<file path="config.mk">
export PLATFORM = sky130hd
export DESIGN_NAME = pulse_stretch_multi
export DESIGN_NICKNAME = d
export VERILOG_FILES = /design/src/rtl/pulse_stretch_multi.sv
export SDC_FILE = /design/constraint.sdc
export NUM_CORES = 1
export LEC_CHECK = 0
export BUFFER_PORTS_ARGS = -buffer_cell sky130_fd_sc_hd__clkbuf_2
export CAP_MARGIN = 30
export CORE_ASPECT_RATIO = 1.1
export CORE_MARGIN = 2
export CORE_UTILIZATION = 41
export CTS_CLUSTER_SIZE = 40
export DETAILED_ROUTE_END_ITERATION = 16
export PLACE_DENSITY = 0.68
export SLEW_MARGIN = 20
export SYNTH_ARGS = -nofsm -noshare
export SYNTH_HDL_FRONTEND = slang
export SYNTH_SLANG_ARGS = --single-unit
export TNS_END_PERCENT = 20
</file>
<file path="constraint.sdc">
create_clock -name clk -period 2.6 [get_ports clk]
set_input_delay 0.26 -clock clk [delete_from_list [all_inputs] [get_ports clk]]
set_output_delay 0.26 -clock clk [all_outputs]
set_load 0.02 [all_outputs]
</file>
<file path="src/rtl/pulse_stretch_multi.sv">
// Multi-channel pulse stretcher: rising edges on pls become len-cycle pulses on lg_pls, with busy/done status.
// Define PULSE_STRETCH_SYNC_EN to pass each pls bit through a 2-flop synchroniser before edge detection.
module pulse_stretch_multi #(
    parameter int CH = 4,
    parameter int CW = 17
) (
    input  logic          clk,
    input  logic          rst,
    input  logic [CH-1:0] pls,
    input  logic [CW-1:0] len,
    input  logic          retrig,
    output logic [CH-1:0] lg_pls,
    output logic [CH-1:0] busy,
    output logic [CH-1:0] done
);

    typedef enum logic {
        IDLE = 1'b0,
        HIGH = 1'b1
    } state_t;

    // Counter load value is len_eff-1; a zero length behaves as a one-cycle pulse.
    logic [CW-1:0] len_load;
    assign len_load = (len == '0) ? '0 : (len - CW'(1));

    logic [CH-1:0] pls_in;

`ifdef PULSE_STRETCH_SYNC_EN
    logic [CH-1:0] sync1_reg;
    logic [CH-1:0] sync2_reg;

    always_ff @(posedge clk) begin
        if (rst) begin
            sync1_reg <= '0;
            sync2_reg <= '0;
        end else begin
            sync1_reg <= pls;
            sync2_reg <= sync1_reg;
        end
    end

    assign pls_in = sync2_reg;
`else
    assign pls_in = pls;
`endif

    genvar gi;
    generate
        for (gi = 0; gi < CH; gi++) begin : g_ch
            state_t        state_reg;
            logic [CW-1:0] cnt_reg;
            logic          pls_q_reg;
            logic          lg_reg;
            logic          done_reg;
            logic          edge_det;

            // History resets to 0, so a level already high after reset counts as one edge.
            assign edge_det = pls_in[gi] & ~pls_q_reg;

            always_ff @(posedge clk) begin
                if (rst) begin
                    state_reg <= IDLE;
                    cnt_reg   <= '0;
                    pls_q_reg <= 1'b0;
                    lg_reg    <= 1'b0;
                    done_reg  <= 1'b0;
                end else begin
                    pls_q_reg <= pls_in[gi];
                    done_reg  <= 1'b0;
                    case (state_reg)
                        IDLE: begin
                            if (edge_det) begin
                                cnt_reg   <= len_load;
                                state_reg <= HIGH;
                                lg_reg    <= 1'b1;
                            end
                        end
                        HIGH: begin
                            // Reload wins over expiry, so a retrigger in the last cycle leaves no gap.
                            if (edge_det && retrig) begin
                                cnt_reg <= len_load;
                            end else if (cnt_reg == '0) begin
                                state_reg <= IDLE;
                                lg_reg    <= 1'b0;
                                done_reg  <= 1'b1;
                            end else begin
                                cnt_reg <= cnt_reg - CW'(1);
                            end
                        end
                        default: begin
                            state_reg <= IDLE;
                            lg_reg    <= 1'b0;
                        end
                    endcase
                end
            end

            assign lg_pls[gi] = lg_reg;
            assign busy[gi]   = lg_reg;
            assign done[gi]   = done_reg;
        end
    endgenerate

endmodule

</file>
# Yosys cells after proc, flatten, opt, wreduce, memory -nomap -nowiden
# Index checks and enable logic that the tools add are counted.
dict set report totals {
  ff_bits 84
  latch_bits 0
  ram_bits 0
  romBits 0
  input_bits 24
  output_inout_bits 12
  word_cells 127
  memories 0
}
dict set report classes {
  addsub 5
  n_mul 0
  div_mod_pow 0
  n_lt_le_gt_ge 0
  eq_ne 16
  shift 0
  muxes 53
  bitwise_logic 12
  reduce_logical 21
}
# cell n
set op_table {}
lappend op_table {{two-way mux 17 bit} 13}
lappend op_table {{one-hot mux 17 bit (2 select lines)} 4}
lappend op_table {{zero test 17 bit} 5}
lappend op_table {{subtractor 17 x 1 -> 17 bit (second input constant)} 5}
lappend op_table {{two-way mux 1 bit} 28}
lappend op_table {{!= test 2 bit (second input constant)} 8}
lappend op_table {{one-hot mux 1 bit (2 select lines)} 8}
lappend op_table {{!= test 3 bit (second input constant)} 4}
lappend op_table {{AND reduction 3 bit} 4}
lappend op_table {{OR reduction 3 bit} 4}
lappend op_table {{!= test 2 x 1 -> 1 bit (second input constant)} 4}
lappend op_table {{NOT 1 bit} 8}
lappend op_table {{AND reduction 2 bit} 4}
lappend op_table {{AND 1 bit} 4}
lappend op_table {{logical AND 1 bit} 4}

# Logic depth before layout (Yosys ltp)
dict set report depth {
  depth_word 5
  depth_mapped 9
  depth_no_buf 8
}

# Worst setup path before layout
# OpenSTA, ideal clock, no wires.
dict set report synth_path {
  kind {register to register}
  start {reg g_ch[1].cnt_reg[4]}
  end {reg g_ch[1].cnt_reg[3]}
  t_arrival_ns 2.188
  required_time_ns 2.472
  slack_ns 0.284
  stages_incl_launch_ff 8
  path_cell_list {dfxtp_1 > or4_4 > or4_4 > buf_6 > o32a_4 > buf_6 > a22oi_1 > nor2_1}
}
dict set report synth_between {
  elab_chain_cells 3
}
# item line_no
set synth_lines {}
lappend synth_lines {{start, declared} 51} ;# logic [CW-1:0] cnt_reg;
lappend synth_lines {{start signal, assigned} 73} ;# cnt_reg <= len_load;
lappend synth_lines {{start signal, assigned} 81} ;# cnt_reg <= len_load;
lappend synth_lines {{start signal, assigned} 87} ;# cnt_reg <= cnt_reg - CW'(1);
lappend synth_lines {{zero test 17 bit} 82} ;# end else if (cnt_reg == '0) begin
lappend synth_lines {{!= test 3 bit (no source line)} -}
lappend synth_lines {{AND reduction 2 bit (no source line)} -}
# Every way passes these cells.
# A chain may end at the register's enable or synchronous reset.

# Final worst setup path
dict set report layout_path {
  start {reg g_ch[1].cnt_reg[4]}
  end {reg g_ch[1].cnt_reg[16]}
}
dict set report layout_between {
  elab_chain_cells 4
  word_cells_on_any_way 7
}
# item line_no
set layout_lines {}
lappend layout_lines {{subtractor 17 x 1 -> 17 bit} 87}
lappend layout_lines {{two-way mux 17 bit} 82}
lappend layout_lines {{two-way mux 17 bit} 80} ;# if (edge_det && retrig) begin
lappend layout_lines {{one-hot mux 17 bit (2 select lines)} 70} ;# case (state_reg)
# Parallel ways exist; a longest one is shown, timed or not. The select of a mux whose other input is x is not followed.

==> impl_metrics.prom <==
# TYPE chip_impl_metric gauge
chip_impl_info{name="run_status",value="finished, final reports clean"} 1
chip_impl_metric{name="irDropWorstVdd",unit="uV"} 360
chip_impl_metric{name="grt_max_degree",unit=""} 57
chip_impl_metric{name="synth_fp_nets",unit=""} 742
chip_impl_metric{name="synth_edf_count",unit=""} 0
chip_impl_metric{name="cts.repair.resized",unit=""} 0
chip_impl_metric{name="synth.yosys.warnings",unit=""} 0
chip_impl_info{name="timing.critical_path.mode_cell",value="sky130_fd_sc_hd__or4_4"} 1
chip_impl_metric{name="max_freq",unit="GHz"} 0.413
chip_impl_metric{name="clock_sink_count",unit=""} 84
chip_impl_metric{name="finalHoldViolCount",unit=""} 0
chip_impl_info{name="critical_path.cell_chain",value="or4_4, or4_4, o32a_4, nand2_2, inv_2, a32o_1"} 1
chip_impl_metric{name="fin_nets",unit=""} 774
chip_impl_metric{name="slew_violations",unit=""} 0
chip_impl_metric{name="port_buffers",unit=""} 35
chip_impl_metric{name="grt_pass1_wl",unit="um"} 26100
chip_impl_metric{name="drt_via_density",unit=""} 6.20
chip_impl_info{name="ys_dominant_reg_cell",value="sky130_fd_sc_hd__dfxtp_1"} 1
chip_impl_metric{name="synth.yosys.seq_area_share",unit="%"} 32.1
chip_impl_info{name="cp-start-kind",value="register"} 1
chip_impl_metric{name="place_congestion",unit=""} 0.947
chip_impl_metric{name="design.portCount",unit=""} 36
chip_impl_metric{name="post-route-drc-count",unit=""} 0
chip_impl_metric{name="detail_route.wirelength",unit="um"} 16100
chip_impl_metric{name="critical_path_peak_fanout",unit=""} 16
chip_impl_metric{name="first_pass_iters",unit=""} 5
chip_impl_metric{name="drive_gt1_share",unit="%"} 13.8
chip_impl_info{name="clockRootBuffer",value="sky130_fd_sc_hd__clkbuf_16"} 1
chip_impl_metric{name="total_leakage_power",unit="nW"} 2.30
chip_impl_info{name="min_path_type",value="in2reg"} 1
chip_impl_metric{name="synthDistinctLibCells",unit=""} 61
chip_impl_metric{name="finalWorstPathRequiredPeriod",unit="ns"} 2.42
chip_impl_metric{name="synth.top_cell.area_share",unit="%"} 32.1
chip_impl_metric{name="post_cts_hold_buffer_count",unit=""} 0
chip_impl_metric{name="via_count_of_the_first_global_routing_pass",unit=""} 5251
chip_impl_info{name="cts_tree",value="yes"} 1
chip_impl_metric{name="post_cts_setup_bufs",unit=""} 0
chip_impl_metric{name="ys_seq_elements",unit=""} 84
chip_impl_metric{name="postSynthCellCount",unit=""} 708
chip_impl_metric{name="dieArea",unit="um^2"} 13700
chip_impl_metric{name="clockBufferDepth",unit=""} 2
chip_impl_metric{name="ff2ff_path_depth",unit=""} 6
chip_impl_metric{name="largest_reg_flops",unit=""} 68
chip_impl_metric{name="antenna-diode-count",unit=""} 0
chip_impl_metric{name="clock_pin_slew_on_the_worst_setup_and_hold_paths",unit="ns"} 0.06
chip_impl_metric{name="multiInputGateArea",unit="um^2"} 3220
chip_impl_metric{name="timing.slew.headroom",unit="%"} 46.3
chip_impl_metric{name="clock_insertion_delay_worst_skew",unit="ns"} 0.34
chip_impl_metric{name="total_power",unit="mW"} 4.15
chip_impl_metric{name="hold_depth",unit=""} 2
chip_impl_metric{name="chipHeight",unit="um"} 123
chip_impl_metric{name="design_area",unit="um^2"} 5910
chip_impl_metric{name="seqCellArea",unit="um^2"} 1680
chip_impl_metric{name="routed_wire_length_per_instance",unit="um"} 17.8
chip_impl_metric{name="netlist_area",unit="um^2"} 5230
chip_impl_info{name="endpoint_kind",value="register"} 1
chip_impl_metric{name="final_core_util",unit="%"} 47.2
chip_impl_metric{name="hpwl_after_detailed_placement",unit="um"} 11300
chip_impl_metric{name="placed_area",unit="um^2"} 5610
chip_impl_info{name="synth.largest_area_cell",value="sky130_fd_sc_hd__dfxtp_1"} 1
chip_impl_metric{name="arrival_time_worst_endpoint",unit="ns"} 2.66
chip_impl_metric{name="vias",unit=""} 5586
chip_impl_info{name="synth.top_cells.by_count",value="sky130_fd_sc_hd__o21ai_0 (87), sky130_fd_sc_hd__nor2_1 (85), sky130_fd_sc_hd__dfxtp_1 (84), sky130_fd_sc_hd__a21oi_1 (62), sky130_fd_sc_hd__nand2_1 (49)"} 1
chip_impl_metric{name="cp_slowest_stage_delay",unit="ns"} 0.58
chip_impl_info{name="netlist_top_cells_area",value="sky130_fd_sc_hd__dfxtp_1 (32%), sky130_fd_sc_hd__o21ai_0 (8.3%), sky130_fd_sc_hd__nor2_1 (6.1%)"} 1
chip_impl_metric{name="grt_use_total",unit="%"} 23.6
chip_impl_info{name="worst-setup-path-type",value="reg2reg"} 1
chip_impl_metric{name="timing.critical_path.required",unit="ns"} 2.84
chip_impl_metric{name="worstMarginPinSlew",unit="ns"} 0.798
chip_impl_metric{name="final_min_period_over_clock_period",unit="%"} 93.2
chip_impl_metric{name="fillers",unit=""} 1233
chip_impl_metric{name="setup-violations-final",unit=""} 0
chip_impl_metric{name="reg2reg_setup_slack",unit="ns"} 0.18
chip_impl_info{name="slowest_stage",value="sky130_fd_sc_hd__or4_4"} 1
chip_impl_metric{name="final.setup_skew",unit="ns"} 0.00416
chip_impl_metric{name="max_cap_viol_count",unit=""} 0
chip_impl_metric{name="starting_density_of_the_core",unit="%"} 41.8
chip_impl_info{name="setup_repair_after_global_routing_missed_its_margin",value="false"} 1
chip_impl_metric{name="antenna_violations_before_repair",unit=""} 0
chip_impl_metric{name="numCtsBuffers",unit=""} 9
chip_impl_metric{name="synthesis.area_per_instance",unit="um^2"} 7.39
chip_impl_metric{name="overflow",unit=""} 0
chip_impl_metric{name="syn2layout_area_growth",unit="%"} 13.0
chip_impl_metric{name="std_cell_rows",unit=""} 43
chip_impl_info{name="synth.most_common_cell",value="sky130_fd_sc_hd__o21ai_0"} 1
chip_impl_metric{name="htreeDepth",unit=""} 3
chip_impl_metric{name="placeable_core_region",unit="um^2"} 12500
chip_impl_metric{name="post_detailed_route_count_of_antenna_violating_nets",unit=""} 0
chip_impl_metric{name="chipWidth",unit="um"} 112
chip_impl_metric{name="dr.first_iter.drc_count",unit=""} 464
chip_impl_metric{name="ys_async_sr_fraction",unit="%"} 0
chip_impl_metric{name="fin_tns_setup",unit="ns"} 0
chip_impl_metric{name="power_density",unit="nW/um^2"} 701
## worst max-delay path, delay by kind of cell, from the launching register on
family | cells | cell delay, ns
AND/OR/NAND/NOR | 3 | 1.20
flip-flops | 1 | 0.36
buffers and inverters | 1 | 0.06
AO/OA/AOI/OAI | 2 | 0.70
## through the flow
| stage | hold WS (ns) | setup slack, ns | std cells |
|---|---|---|---|
| 5_1_grt | 0.166 | 0.0460 | 901 |
| 3_3_place_gp | 0.467 | 0.225 | 885 |
| 6_report | 0.143 | 0.177 | 901 |
| 3_5_place_dp | 0.481 | 0.199 | 886 |
| 4_1_cts | 0.137 | 0.186 | 901 |
| 2_1_floorplan | 0.388 | 0.284 | 708 |
## placed cells by master (no fill, tap or decap), types with 3 or more instances in the layout
| cell | count |
|---|---|
| sky130_fd_sc_hd__nor3_1 | 34 |
| sky130_fd_sc_hd__o22ai_1 | 18 |
| sky130_fd_sc_hd__or4_1 | 6 |
| sky130_fd_sc_hd__a211oi_1 | 11 |
| sky130_fd_sc_hd__o21ai_0 | 86 |
| sky130_fd_sc_hd__clkbuf_2 | 35 |
| sky130_fd_sc_hd__a31oi_1 | 8 |
| sky130_fd_sc_hd__o21ai_2 | 3 |
| sky130_fd_sc_hd__a32o_1 | 14 |
| sky130_fd_sc_hd__nor2b_1 | 10 |
| sky130_fd_sc_hd__nor4_1 | 21 |
| sky130_fd_sc_hd__and2_1 | 6 |
| sky130_fd_sc_hd__a21oi_1 | 62 |
| sky130_fd_sc_hd__nor3b_1 | 7 |
| sky130_fd_sc_hd__a22oi_1 | 11 |
| sky130_fd_sc_hd__o31a_1 | 3 |
| sky130_fd_sc_hd__xor2_1 | 8 |
| sky130_fd_sc_hd__dfxtp_1 | 84 |
| sky130_fd_sc_hd__inv_1 | 20 |
| sky130_fd_sc_hd__clkbuf_16 | 9 |
| sky130_fd_sc_hd__nand3b_1 | 5 |
| sky130_fd_sc_hd__nor2_1 | 85 |
| sky130_fd_sc_hd__o2bb2ai_1 | 3 |
| sky130_fd_sc_hd__or3_1 | 9 |
| sky130_fd_sc_hd__buf_4 | 34 |
| sky130_fd_sc_hd__o21a_1 | 4 |
| sky130_fd_sc_hd__ha_1 | 10 |
| sky130_fd_sc_hd__nand4_1 | 10 |
| sky130_fd_sc_hd__or2_2 | 3 |
| sky130_fd_sc_hd__and3_1 | 4 |
| sky130_fd_sc_hd__nand2_1 | 49 |
| sky130_fd_sc_hd__nand2b_1 | 3 |
| sky130_fd_sc_hd__nand3_1 | 25 |
## logic make-up after synthesis
family	share of synthesized area, %
XOR/XNOR	1.34
multiplexers	0.598
AND/OR/NAND/NOR	27.5
flip-flops	32.1
adder cells (fa/ha/maj)	2.39
AO/OA/AOI/OAI	29.5
buffers and inverters	6.50
## per-layer routing
| metal | routed length (um) | vias to the layer above | track usage, % |
|---|---|---|---|
| met5 | 0 | - | 0 |
| met4 | 893 | 0 | 13.9 |
| met3 | 1060 | 66 | 4.44 |
| met2 | 7030 | 252 | 37.2 |
| met1 | 7070 | 2581 | 30.4 |
| li1 | - | 2687 | - |
## area by class of cell
| class | count | area share, % |
|---|---|---|
| clock buffer | 10 | 3.87 |
| timing repair buffer | 69 | 7.28 |
| clock inverter | 5 | 1.31 |
| tap | 157 | 3.32 |
| sequential | 84 | 28.4 |
| inverter | 22 | 1.40 |
| multi-input combinational | 554 | 54.4 |
## final timing paths
check / start / endpoint
min: pls[3] / g_ch[3].pls_q_reg$_SDFF_PP0_
max: g_ch[1].cnt_reg[4]$_SDFFE_PP0P_ / g_ch[1].cnt_reg[16]$_SDFFE_PP0P_
min reg2reg: g_ch[1].cnt_reg[14]$_SDFFE_PP0P_ / g_ch[1].cnt_reg[14]$_SDFFE_PP0P_
max reg2reg: g_ch[1].cnt_reg[4]$_SDFFE_PP0P_ / g_ch[1].cnt_reg[16]$_SDFFE_PP0P_
## report_power, final
part           leakage [nW]  switching, mW  internal, mW
logic                  1.46          0.771         0.451
registers             0.693          0.132          1.42
clock network         0.148          0.535         0.834
total                  2.30           1.44          2.71
(Power assumes the default switching activity.)
